$ cat src/rtl/fetch_pkg.sv
// Shared types and constants for the instruction fetch unit.
// FETCH_ALIGN_CHK_EN (optional) adds a sticky misaligned-redirect fault output.
package fetch_pkg;

  typedef enum logic [1:0] {
    HOLD  = 2'd0,
    RUN   = 2'd1,
    FLUSH = 2'd2
  } fetch_state_e;

  localparam int unsigned WORD_BYTES    = 4;
  localparam int unsigned ENTRY_PC_W    = 32;
  localparam int unsigned ENTRY_INSTR_W = 32;

  localparam logic [ENTRY_INSTR_W-1:0] NOP_INSTR = 32'h0000_0000;

  typedef struct packed {
    logic [ENTRY_PC_W-1:0]    pc;
    logic [ENTRY_INSTR_W-1:0] instr;
  } fetch_entry_t;

endpackage

$ cat src/rtl/fetch_buf.sv
// DEPTH-entry synchronous FIFO with flush; head entry is visible on data_o.
// DEPTH must be a power of two so the pointers wrap naturally.
module fetch_buf #(
  parameter int W     = 32,
  parameter int DEPTH = 2
) (
  input  logic                   clk,
  input  logic                   rst_n,
  input  logic                   flush_i,
  input  logic                   push_i,
  input  logic [W-1:0]           data_i,
  input  logic                   pop_i,
  output logic [W-1:0]           data_o,
  output logic [$clog2(DEPTH):0] count_o
);

  localparam int AW = $clog2(DEPTH);
  localparam logic [AW:0] FULL_CNT = (AW+1)'(DEPTH);

  logic [W-1:0]  mem_q [DEPTH];
  logic [AW-1:0] wr_ptr_q;
  logic [AW-1:0] rd_ptr_q;
  logic [AW:0]   count_q;
  logic          do_push;
  logic          do_pop;

  assign do_push = push_i && !flush_i && (count_q != FULL_CNT);
  assign do_pop  = pop_i && !flush_i && (count_q != '0);
  assign data_o  = mem_q[rd_ptr_q];
  assign count_o = count_q;

  always_ff @(posedge clk or negedge rst_n) begin
    if (!rst_n) begin
      wr_ptr_q <= '0;
      rd_ptr_q <= '0;
      count_q  <= '0;
    end else if (flush_i) begin
      wr_ptr_q <= '0;
      rd_ptr_q <= '0;
      count_q  <= '0;
    end else begin
      if (do_push) wr_ptr_q <= wr_ptr_q + 1'b1;
      if (do_pop)  rd_ptr_q <= rd_ptr_q + 1'b1;
      count_q <= count_q + (AW+1)'(do_push) - (AW+1)'(do_pop);
    end
  end

  // Storage needs no reset: only entries below count_q are ever consumed.
  always_ff @(posedge clk) begin
    if (do_push) mem_q[wr_ptr_q] <= data_i;
  end

endmodule

$ cat src/rtl/fetch_unit.sv
// Fetch unit: owns the fetch PC, issues imem requests under a credit limit and
// buffers responses for decode. FETCH_ALIGN_CHK_EN adds the fetch_fault output.
module fetch_unit
  import fetch_pkg::*;
#(
  parameter int              SIZE      = 32,
  parameter int              INSTR_W   = 32,
  parameter logic [SIZE-1:0] RESET_VEC = '0,
  parameter int              DEPTH     = 2
) (
  input  logic               clk,
  input  logic               rst_n,
  input  logic               redirect_valid,
  input  logic [SIZE-1:0]    redirect_pc,
  output logic               imem_req_valid,
  input  logic               imem_req_ready,
  output logic [SIZE-1:0]    imem_req_addr,
  input  logic               imem_resp_valid,
  input  logic [INSTR_W-1:0] imem_resp_data,
  output logic               if_valid,
  input  logic               if_ready,
  output logic [INSTR_W-1:0] if_instr,
  output logic [SIZE-1:0]    if_pc
`ifdef FETCH_ALIGN_CHK_EN
  ,
  output logic               fetch_fault
`endif
);

  localparam int CW = $clog2(DEPTH) + 1;
  localparam logic [CW:0] DEPTH_C = (CW+1)'(DEPTH);

  fetch_state_e          state_q, state_d;
  logic [SIZE-1:0]       pc_q, pc_d;
  logic [CW-1:0]         discard_q, discard_d;
  logic [CW-1:0]         pcq_count;
  logic [CW-1:0]         ibuf_count;
  logic [SIZE-1:0]       pcq_head;
  logic [SIZE+INSTR_W-1:0] ibuf_head;
  logic [CW:0]           credit_used;
  logic                  req_fire;
  logic                  resp_keep;
  logic                  req_inhibit;

  // The in-flight PC queue occupancy is the outstanding-request count.
  assign credit_used    = {1'b0, pcq_count} + {1'b0, ibuf_count};
  assign imem_req_valid = (state_q == RUN) && !redirect_valid && !req_inhibit
                          && (credit_used < DEPTH_C);
  assign imem_req_addr  = pc_q;
  assign req_fire       = imem_req_valid && imem_req_ready;
  assign resp_keep      = imem_resp_valid && !redirect_valid && (state_q != FLUSH);

  assign if_valid = (ibuf_count != '0);
  assign if_instr = if_valid ? ibuf_head[INSTR_W-1:0] : INSTR_W'(NOP_INSTR);
  assign if_pc    = if_valid ? ibuf_head[SIZE+INSTR_W-1:INSTR_W] : '0;

  always_comb begin
    state_d   = state_q;
    pc_d      = pc_q;
    discard_d = discard_q;
    if (redirect_valid) begin
      // A response landing in the redirect cycle is already dropped, so it is not counted.
      pc_d      = {redirect_pc[SIZE-1:2], 2'b00};
      discard_d = pcq_count - CW'(imem_resp_valid);
      state_d   = (discard_d == '0) ? RUN : FLUSH;
    end else begin
      pc_d = req_fire ? pc_q + SIZE'(WORD_BYTES) : pc_q;
      case (state_q)
        HOLD:  state_d = RUN;
        RUN:   state_d = RUN;
        FLUSH: begin
          discard_d = discard_q - CW'(imem_resp_valid);
          state_d   = (discard_d == '0) ? RUN : FLUSH;
        end
        default: state_d = HOLD;
      endcase
    end
  end

  always_ff @(posedge clk or negedge rst_n) begin
    if (!rst_n) begin
      state_q   <= HOLD;
      pc_q      <= RESET_VEC;
      discard_q <= '0;
    end else begin
      state_q   <= state_d;
      pc_q      <= pc_d;
      discard_q <= discard_d;
    end
  end

`ifdef FETCH_ALIGN_CHK_EN
  logic fault_q;

  always_ff @(posedge clk or negedge rst_n) begin
    if (!rst_n) begin
      fault_q <= 1'b0;
    end else if (redirect_valid && (redirect_pc[1:0] != 2'b00)) begin
      fault_q <= 1'b1;
    end
  end

  assign fetch_fault = fault_q;
  assign req_inhibit = fault_q;
`else
  logic unused_align_bits;
  assign unused_align_bits = ^redirect_pc[1:0];
  assign req_inhibit       = 1'b0;
`endif

  fetch_buf #(.W(SIZE), .DEPTH(DEPTH)) u_pc_queue (
    .clk     (clk),
    .rst_n   (rst_n),
    .flush_i (1'b0),
    .push_i  (req_fire),
    .data_i  (pc_q),
    .pop_i   (imem_resp_valid),
    .data_o  (pcq_head),
    .count_o (pcq_count)
  );

  fetch_buf #(.W(SIZE + INSTR_W), .DEPTH(DEPTH)) u_instr_buf (
    .clk     (clk),
    .rst_n   (rst_n),
    .flush_i (redirect_valid),
    .push_i  (resp_keep),
    .data_i  ({pcq_head, imem_resp_data}),
    .pop_i   (if_valid && if_ready),
    .data_o  (ibuf_head),
    .count_o (ibuf_count)
  );

endmodule

$ cat config.mk
export PLATFORM = sky130hd
export DESIGN_NAME = fetch_unit
export DESIGN_NICKNAME = d
export VERILOG_FILES = /design/src/rtl/fetch_pkg.sv /design/src/rtl/fetch_buf.sv /design/src/rtl/fetch_unit.sv
export SDC_FILE = /design/constraint.sdc
export NUM_CORES = 1
export LEC_CHECK = 0
export ABC_AREA = 0
export CAP_MARGIN = 20
export CORE_AREA = 4 4 136 138
export DETAILED_ROUTE_END_ITERATION = 7
export DIE_AREA = 0 0 140 142
export DONT_BUFFER_PORTS = 1
export MAX_ROUTING_LAYER = met4
export PLACE_DENSITY = 0.72
export SLEW_MARGIN = 10
export SYNTH_ARGS = -nofsm -noshare
export SYNTH_HDL_FRONTEND = slang
export SYNTH_SLANG_ARGS = --single-unit
$ cat constraint.sdc
create_clock -name clk -period 4.3 [get_ports clk]
set_input_delay 0.645 -clock clk [delete_from_list [all_inputs] [get_ports clk]]
set_output_delay 0.645 -clock clk [all_outputs]
set_load 0.01 [all_outputs]
==> results.py <==
metrics = {
    "run_status": {
        "status": "finished clean",
    },
    "power": {
        "total_power_mw": 6.14,
        "power.leakage_nw": 3.56,
        "p_int_mw": 4.34,
        "switchingPower_mw": 1.80,
        "ir_worst_vdd_mv": 0.323,
        "switching_share_pct": 29.3,
        "power_density_nw_per_um2": 591,
        "p_clk_share_pct": 32.2,
        "pwr-share-seq_pct": 48.4,
        "pwr-share-comb_pct": 19.4,
    },
    "cts": {
        "cts_htree_levels": 1,
        "ctsHoldBuffers": 2,
        "path_clk_slew_ns": 0.06,
        "cts_made_buffers": 23,
        "cts.path.max_buffers": 3,
        "clk_latency_ns": 0.50,
        "cts_sinks": 226,
        "cts_tree": "done",
        "post_cts_buffers": 0,
        "root_buffer": "clkbuf_16",
        "cts.repair.resized": 0,
    },
    "route": {
        "wl_um": 18700,
        "wl_met2_um": 9230,
        "vias_per_cell": 5.73,
        "final_antenna_net_count": 0,
        "firstDrtPassIters": 4,
        "route.detailed.drc": 0,
        "wl_met1_um": 7540,
        "highest_layer": "met4",
        "drtIter0Drc": 286,
        "vias": 5097,
        "avgRoutedWirePerCell_um": 21.1,
        "dr_wl_met3_um": 1490,
    },
    "global_routing": {
        "grt_overflow_total": 0,
        "grt_pass1_wl_um": 29100,
        "antenna_found_initial": 0,
        "grt_max_degree": 63,
        "grt_util_all_layers_pct": 19.1,
        "first_global_vias": 5244,
    },
    "sta": {
        "finalSetupTns_ns": 0,
        "skew_ns": 0.0224,
        "worst_slew_pin_slew_ns": 0.949,
        "fin_crit_ns": 3.33,
        "setup_viol": 0,
        "max_slew_margin_pct": 36.6,
        "rsz0062_at_grt": "no",
        "fin_crit_sh_pct": 77.5,
        "maxSlewViolCount": 0,
        "max_freq_ghz": 0.300,
        "fin_hold_ws_ns": 0.222,
        "hold_viol": 0,
    },
    "logic_synthesis": {
        "synth_top_family_by_area": "multiplexers",
        "synth_mux_area_share_pct": 10.3,
        "synth-xor-area-share_pct": 1.87,
        "seq_area_frac_synth_pct": 70.3,
        "synth.cell_area_um2": 9360,
        "ys_ff_latch": 226,
        "synth_edf_count": 184,
        "syn_inst": 642,
        "yosys_warnings": 0,
        "synth-simple-area-share_pct": 9.93,
        "synth_cell_types": 55,
        "syn_avg_cell_area_um2": 14.6,
        "synth-adder-area-share_pct": 1.15,
        "synth_ff_type": "edfxtp_1",
        "synth_compound_area_share_pct": 4.30,
        "synthArstFlopShare_pct": 18.6,
    },
    "critical_path": {
        "critical_path_buf_inv_count": 2,
        "worst-r2r-setup-slack_ns": 0.97,
        "critical_path.endpoint": "u_pc_queue.mem_q[0][23]",
        "rr_worst_depth": 8,
        "cpPeakStageDelay_ns": 0.85,
        "start_kind": "flop",
        "cp_slowest_cell": "nor2b_4",
        "crit_start": "u_instr_buf.count_o[0]",
        "r2r-start": "u_instr_buf.count_o[0]",
        "path_class": "reg -> reg",
        "crit_cells": 8,
        "path_max_fanout": 30,
        "crit_arrival_ns": 3.44,
        "r2r-end": "u_pc_queue.mem_q[0][23]",
        "crit_path_end_kind": "flop",
        "path_cells": "inv_1 -> nor2_1 -> fa_1 -> nor4b_1 -> nand2_1 -> buf_4 -> a21oi_1 -> nor2b_4",
        "critPathTopFamily": "simple AND/OR/NAND/NOR gates",
        "worstPathRequired_ns": 4.41,
    },
    "final_layout": {
        "final_cell_mix": "184 x edfxtp_1, 86 x nor2_1, 63 x mux2i_1",
        "layout-drive-gt1-share_pct": 13.1,
        "n_antenna_cell": 0,
        "nNetsFinal": 725,
        "layout_commonest_cell": "edfxtp_1",
        "area_growth_syn_to_layout_pct": 11.0,
    },
    "place": {
        "hpwl_um": 12200,
        "io_buffers": 0,
        "gp_congestion": 0.845,
    },
    "floorplan": {
        "core-area_um2": 17200,
        "fp.dieArea_um2": 19900,
        "fp.dieW_um": 140,
        "die_h_um": 142,
        "rows": 48,
        "initial_core_util_pct": 54.5,
        "pin_count": 168,
    },
    "job": {
        "drv_cap": 0,
    },
    "worst_hold_path": {
        "min_from": "redirect_valid",
        "holdCritPathClass": "in -> reg",
    },
}
[logic make-up (layout without fill, tap and decap cells)]
kind of cell | count (synthesis) | after routing
AOI/OAI and AO/OA | 60 | 60
xor gates and xnor gates | 20 | 20
adders and majority gates | 8 | 8
buffers and inverters | 44 | 63
DFF | 226 | 226
muxes | 93 | 93
other | 1 | 4
and+or+nand+nor | 190 | 190
[through the flow]
stage	setup WS, ns	std cells	util, %	area, um^2
floorplan	0.808	645	-	9370
global placement	1.08	845	55.8	9580
detailed placement	1.03	845	55.8	9580
CTS	0.997	889	60.5	10400
global route	0.757	889	60.5	10400
finish	0.966	889	60.5	10400
[per-layer routing]
metal  GRT usage [%]  vias to the layer above
li1                -                     2387
met4            6.17                        0
met2            31.0                      182
met3            5.24                       26
met5               -                        -
met1            23.5                     2502
[synth_stat cells, drive strengths merged (7+ instances only)]
library cell	number	area, um^2
a21oi	7	35.0
buf	18	98.9
clkbuf	13	48.8
dfrtp	42	1050
edfxtp	184	5530
ha	7	87.6
inv	13	48.8
mux2	30	338
mux2i	63	631
nand2	39	146
nand3	11	55.1
nand4	11	75.1
nor2	89	358
o211ai	7	52.6
o21ai	23	115
xnor2	9	78.8
xor2	11	96.3
[flip-flops by register name, summed over array words and instances (netlist names)]
register              flops
u_instr_buf.mem_q       124
u_pc_queue.mem_q         60
imem_req_addr            30
discard_q                 2
state_q                   2
u_instr_buf.count_o       2
u_pc_queue.count_o        2
u_instr_buf.rd_ptr_q      1
u_instr_buf.wr_ptr_q      1
u_pc_queue.rd_ptr_q       1
u_pc_queue.wr_ptr_q       1
[worst min-delay path by stage]
stage,to,slack [ns],cells past startpoint
floorplan,discard_q[0],0.35,0
global placement,imem_req_addr[14],0.35,0
detailed placement,imem_req_addr[12],0.35,0
CTS,u_instr_buf.rd_ptr_q,0.18,1
global route,u_instr_buf.rd_ptr_q,0.19,1
finish,u_instr_buf.count_o[0],0.22,1
[power groups by stage]
stage | registers, mW | clock network [mW] | logic (mW)
finish | 2.97 | 1.97 | 1.19
global route | 3.00 | 2.12 | 1.32
CTS | 2.98 | 2.02 | 1.22
global placement | 3.00 | 0 | 1.16
floorplan | 2.86 | 0 | 1.03
detailed placement | 3.02 | 0 | 1.20
[cell type report]
cell class                 instances  area [um^2]
clock buffer                      30          653
clock inverter                    12          118
fill                            1316         6790
inverter                          13         48.8
multi-input combinational        375         2620
sequential                       226         6580
tap                              225          282
timing repair buffer               8         82.6
(Power assumes the default switching activity.)
==> edit 1, RTL diff (same settings) <==
Encoding of `fetch_state_e`: now one-hot (3 bits for 3 states).
--- a/src/rtl/fetch_pkg.sv
+++ b/src/rtl/fetch_pkg.sv
@@ -4,6 +4,6 @@
 
-  typedef enum logic [1:0] {
-    HOLD  = 2'd0,
-    RUN   = 2'd1,
-    FLUSH = 2'd2
+  typedef enum logic [2:0] {
+    HOLD  = 3'b001,
+    RUN   = 3'b010,
+    FLUSH = 3'b100
   } fetch_state_e;
Check against the original RTL: same outputs for any inputs over 4 cycles, from zero or initial values and one cycle with rst_n low; so few cycles prove little.
==> edit 1 against the unedited design <==
  * Maximum frequency increased by 6.5%
  * Sequential share of layout area down 0.26 points
  * Design area is 0.82% higher
  * Utilization up 0.50 points
  * Clock power is 5% lower
  * Worst setup slack improved by 0.20 ns
  * Sequential cell count grew 1
  * Synthesized cell count fell by 0.93%
  * Non-clock buffer count is the same
  * Synthesized area rose by 1.2%
  * Cell count is 0.79% lower
  * Power shrank 0.65%
  * Global-route usage decreased by 0.57 points
  * Wire length is 4.7% lower
==> edit 1: results <==
[drt]
wl_met1_mm = 7.26
wl_met2_mm = 8.62
wl_met3_mm = 1.71
finalWirelength_mm = 17.8
vias = 4954

[power]
ir_drop_mv = 0.396
leakage_nw = 3.51

[yosys]
syn_inst = 636
synth_commonest_cells = "edfxtp_1 (184), nor2_1 (79), mux2i_1 (65), dfrtp_1 (42), mux2_2 (36)"
async_flop_share_pct = 18.9
synth_area_leaders = "edfxtp_1 (58%), dfrtp_1 (11%), mux2i_1 (6.9%)"
ys_seq_area_share_pct = 69.7

[timing]
finClkSkew_ns = 0.0174
hold_slack_ns = 0.224
period_share_pct = 72.8
tightest_slew_ns = 1.12

[global_route]
grtUsageMet1_pct = 23.2
grt_usage_pct = 18.5
use_met3_pct = 6.25
grt_max_degree = 72

[finish]
layout.nets = 719
seq_share_pct = 63.1
multiInputGateArea_um2 = 2720
clkCellAreaFrac_pct = 6.89
nFillCells = 1311
clkbuf_count = 25
layout.nonclk_buf_share_pct = 1.03
drive_above_1_share_pct = 15.1

[clocking]
clkSinkCount = 227

[place]
place_congestion = 0.875
postPlaceCellArea_um2 = 9710
dpl.cell_count = 839
dp.final_hpwl_mm = 11.9

[run_status]
status = "finished, final reports clean"

[setup_path]
worstSetupPathType = "reg -> out"
worstPathArrival_ns = 2.48
[edit 1: cell types whose count changed after synthesis, moves of 6 or more]
cell	change
a21oi_1	-6
mux2_2	+6
nand2_1	-6
nor2_1	-8
o211ai_1	-7
o21ai_0	-17
o21ai_1	+15
xnor2_1	+6
xor2_1	+9
[edit 1: cell families (layout without fill, tap and decap cells)]
| logic type | after synthesis | count (layout) | synth area share, % |
|---|---|---|---|
| flops | 227 | 227 | 69.7 |
| simple gates | 192 | 192 | 10.5 |
| mux | 101 | 101 | 11.1 |
| buf+inv | 40 | 58 | 2.05 |
| xor+xnor | 35 | 35 | 3.24 |
| compound gates | 32 | 32 | 2.19 |
| fa+ha+maj | 8 | 8 | 1.14 |
| other cells | 1 | 4 | 0.0396 |
[edit 1: worst max-delay path: stages, from the launching register on]
cell	delay, ns
dfrtp_1	0.39
inv_1	0.11
nor2_1	0.14
fa_1	0.45
nor3_2	0.39
nand2_1	0.22
nor2_1	0.29
[edit 1: where the power goes]
| part | switching [W] | total [W] | internal, W |
|---|---|---|---|
| Combinational | 0.000748 | 0.00124 | 0.000492 |
| Clock | 0.000765 | 0.00187 | 0.00110 |
| Sequential | 0.000298 | 0.00299 | 0.00269 |
[edit 1: worst paths after layout]
path / from / endpoint / depth (start not counted)
worst max-delay path: u_instr_buf.count_o[0] / imem_req_valid / 6
worst min-delay path: redirect_valid / state_q[0] / 1
worst max register to register: u_instr_buf.count_o[0] / u_pc_queue.mem_q[1][26] / 8
worst min register to register: u_pc_queue.mem_q[0][3] / u_instr_buf.mem_q[0][35] / 1
max in group asynchronous: rst_n / state_q[0] / 2
min in group asynchronous: rst_n / imem_req_addr[29] / 2
[edit 1: what timing repair did]
item,CTS,global route
endpoints found under the hold margin,43,0
hold buffers,2,0
buffers inserted,0,0
==> edit 2, RTL diff (same settings) <==
Without the edit above. Add a define of `FETCH_ALIGN_CHK_EN`.
--- a/src/rtl/fetch_unit.sv
+++ b/src/rtl/fetch_unit.sv
@@ -2,2 +2,4 @@
 // buffers responses for decode. FETCH_ALIGN_CHK_EN adds the fetch_fault output.
+`define FETCH_ALIGN_CHK_EN
+
 module fetch_unit
Behaviour (old outputs only; new: fetch_fault): not the same (Yosys sat finds a counterexample within 4 cycles, from zero or initial values and one cycle with rst_n low).
==> edit 2 against the unedited design <==
  * Wire length is 1.3% lower
  * Die area stayed put
  * Combinational power is 5% lower
  * Power is 3.0% lower
  * Synthesized area is 1.4% higher
  * Sequential cell count is 1 higher
  * Global-route usage is 0.27 points lower
  * Worst setup slack better by 0.17 ns
  * Design area is 1.2% higher
  * Critical path depth is 1 lower
  * Critical path type unchanged
==> edit 2: results <==
[run_status]
status = "finished, final reports clean"

[drt]
vias = 5268
first_pass_iters = 5
drtIter0Drc = 415
wl_per_cell_um = 20.6

[yosys]
synthAdderAreaFrac_pct = 1.13
yosysMostFrequentCell = "edfxtp_1"
synth_commonest_cells = "edfxtp_1 (184), nor2_1 (85), mux2i_1 (64), dfrtp_1 (43), mux2_2 (30)"
synth_compound_area_share_pct = 4.92
synthMuxAreaShare_pct = 10.3
synth_cell_types = 57
synth_area_leaders = "edfxtp_1 (58%), dfrtp_1 (11%), mux2i_1 (6.7%)"
async_flop_share_pct = 18.9
synth-edff-count = 184
synth-xor-area-share_pct = 1.38
yosysWarnings = 0
ys_seq_area_share_pct = 69.5

[place]
place_congestion = 0.924
dp.final_hpwl_mm = 12.1
postPlaceCellArea_um2 = 9700
port-buffer-count = 0

[global_route]
antenna_found_initial = 0
grt_pass1_wl_mm = 29.0
grt_usage_pct = 18.8
grt_max_degree = 64
grt_pass1_vias = 5368

[setup_path]
slowest_delay_ns = 0.63
cpMaxStageDelayCell = "nor3b_2"
cp_top_family = "simple AND/OR/NAND/NOR gates"
r2r_setup_slack_ns = 1.14
cp_max_fo = 12

[power]
ir_drop_mv = 0.394
leakage_nw = 3.53

[timing]
finClkSkew_ns = 0.0166
relSlewSlack_pct = 25.8

[clocking]
clkTransAtPathRegs_ns = 0.06
numCtsBuffers = 23
cts_max_path_buffers = 3
cts_resized = 0
root_buffer = "clkbuf_16"
htreeDepth = 1
cts_setup_buffers = 0
clock_latency_ns = 0.50

[finish]
nFillCells = 1321
antenna_cells = 0
drive_above_1_share_pct = 13.0
regMostFlops = "u_instr_buf.mem_q"
layout.nets = 732
largest_register_ffs = 124

[min_path]
hold_path.class = "in -> reg"
-- edit 2: cell types whose count changed in the layout (fill, tap and decap cells not counted), sizes merged, moves of 5 or more --
cell	delta
a31oi	+10
a32oi	-5
and4	+7
nand2	-14
nand3	+6
o21ai	-13
o31ai	+11
or4	+11
-- edit 2: timing repair --
item | CTS | global route
hold buffers | 2 | 0
setup endpoints to repair | 0 | 0
hold endpoints to repair | 43 | 0
-- edit 2: cells by family after synthesis --
kind of cell | count (synthesis)
simple gates | 192
flops | 227
other cells | 1
fa+ha+maj | 8
mux | 94
xor+xnor | 15
compound gates | 65
buf+inv | 48
-- edit 2: through the flow --
step | instances | hold slack, ns | power, W | setup slack (ns)
after floorplan | 653 | 0.349 | 0.00377 | 0.636
after global placement | 851 | 0.351 | 0.00402 | 1.24
after detailed placement | 851 | 0.351 | 0.00406 | 1.13
after CTS | 895 | 0.184 | 0.00601 | 1.12
after global routing | 896 | 0.182 | 0.00624 | 0.961
final | 896 | 0.208 | 0.00595 | 1.14
-- edit 2: cell type report --
type	instances	area, um2	area share, %
sequential	227	6610	62.8
inverter	16	60.1	0.571
clock buffer	27	591	5.62
multi-input combinational	378	2720	25.9
clock inverter	15	156	1.49
tap	225	282	2.68
timing repair buffer	8	103	0.976
-- edit 2: path summary, 6_finish.rpt --
kind,startpoint,endpoint,cells past startpoint
setup / recovery,u_instr_buf.count_o[0],imem_req_addr[22],7
hold / removal,redirect_valid,u_instr_buf.count_o[1],1
setup reg to reg,u_instr_buf.count_o[0],imem_req_addr[22],7
hold reg to reg,u_pc_queue.wr_ptr_q,u_pc_queue.wr_ptr_q,1
max in group asynchronous,rst_n,u_instr_buf.rd_ptr_q,2
min in group asynchronous,rst_n,u_instr_buf.rd_ptr_q,2
-- edit 2: power by group --
part	switching, W	total, W	internal, W
Combinational	0.000692	0.00113	0.000438
Sequential	0.000257	0.00289	0.00263
Clock	0.000769	0.00194	0.00117
-- edit 2: routing by layer --
layer  part of all wire, %  up-vias  GRT usage, %  wire length (um)
met4                   2.3        0          5.92               423
met3                    10       37          6.35              1870
met1                    39     2560          22.5              7290
li1                      -     2450             -                 -
met2                    48      221          30.4              8890
met5                     0        -             -                 0
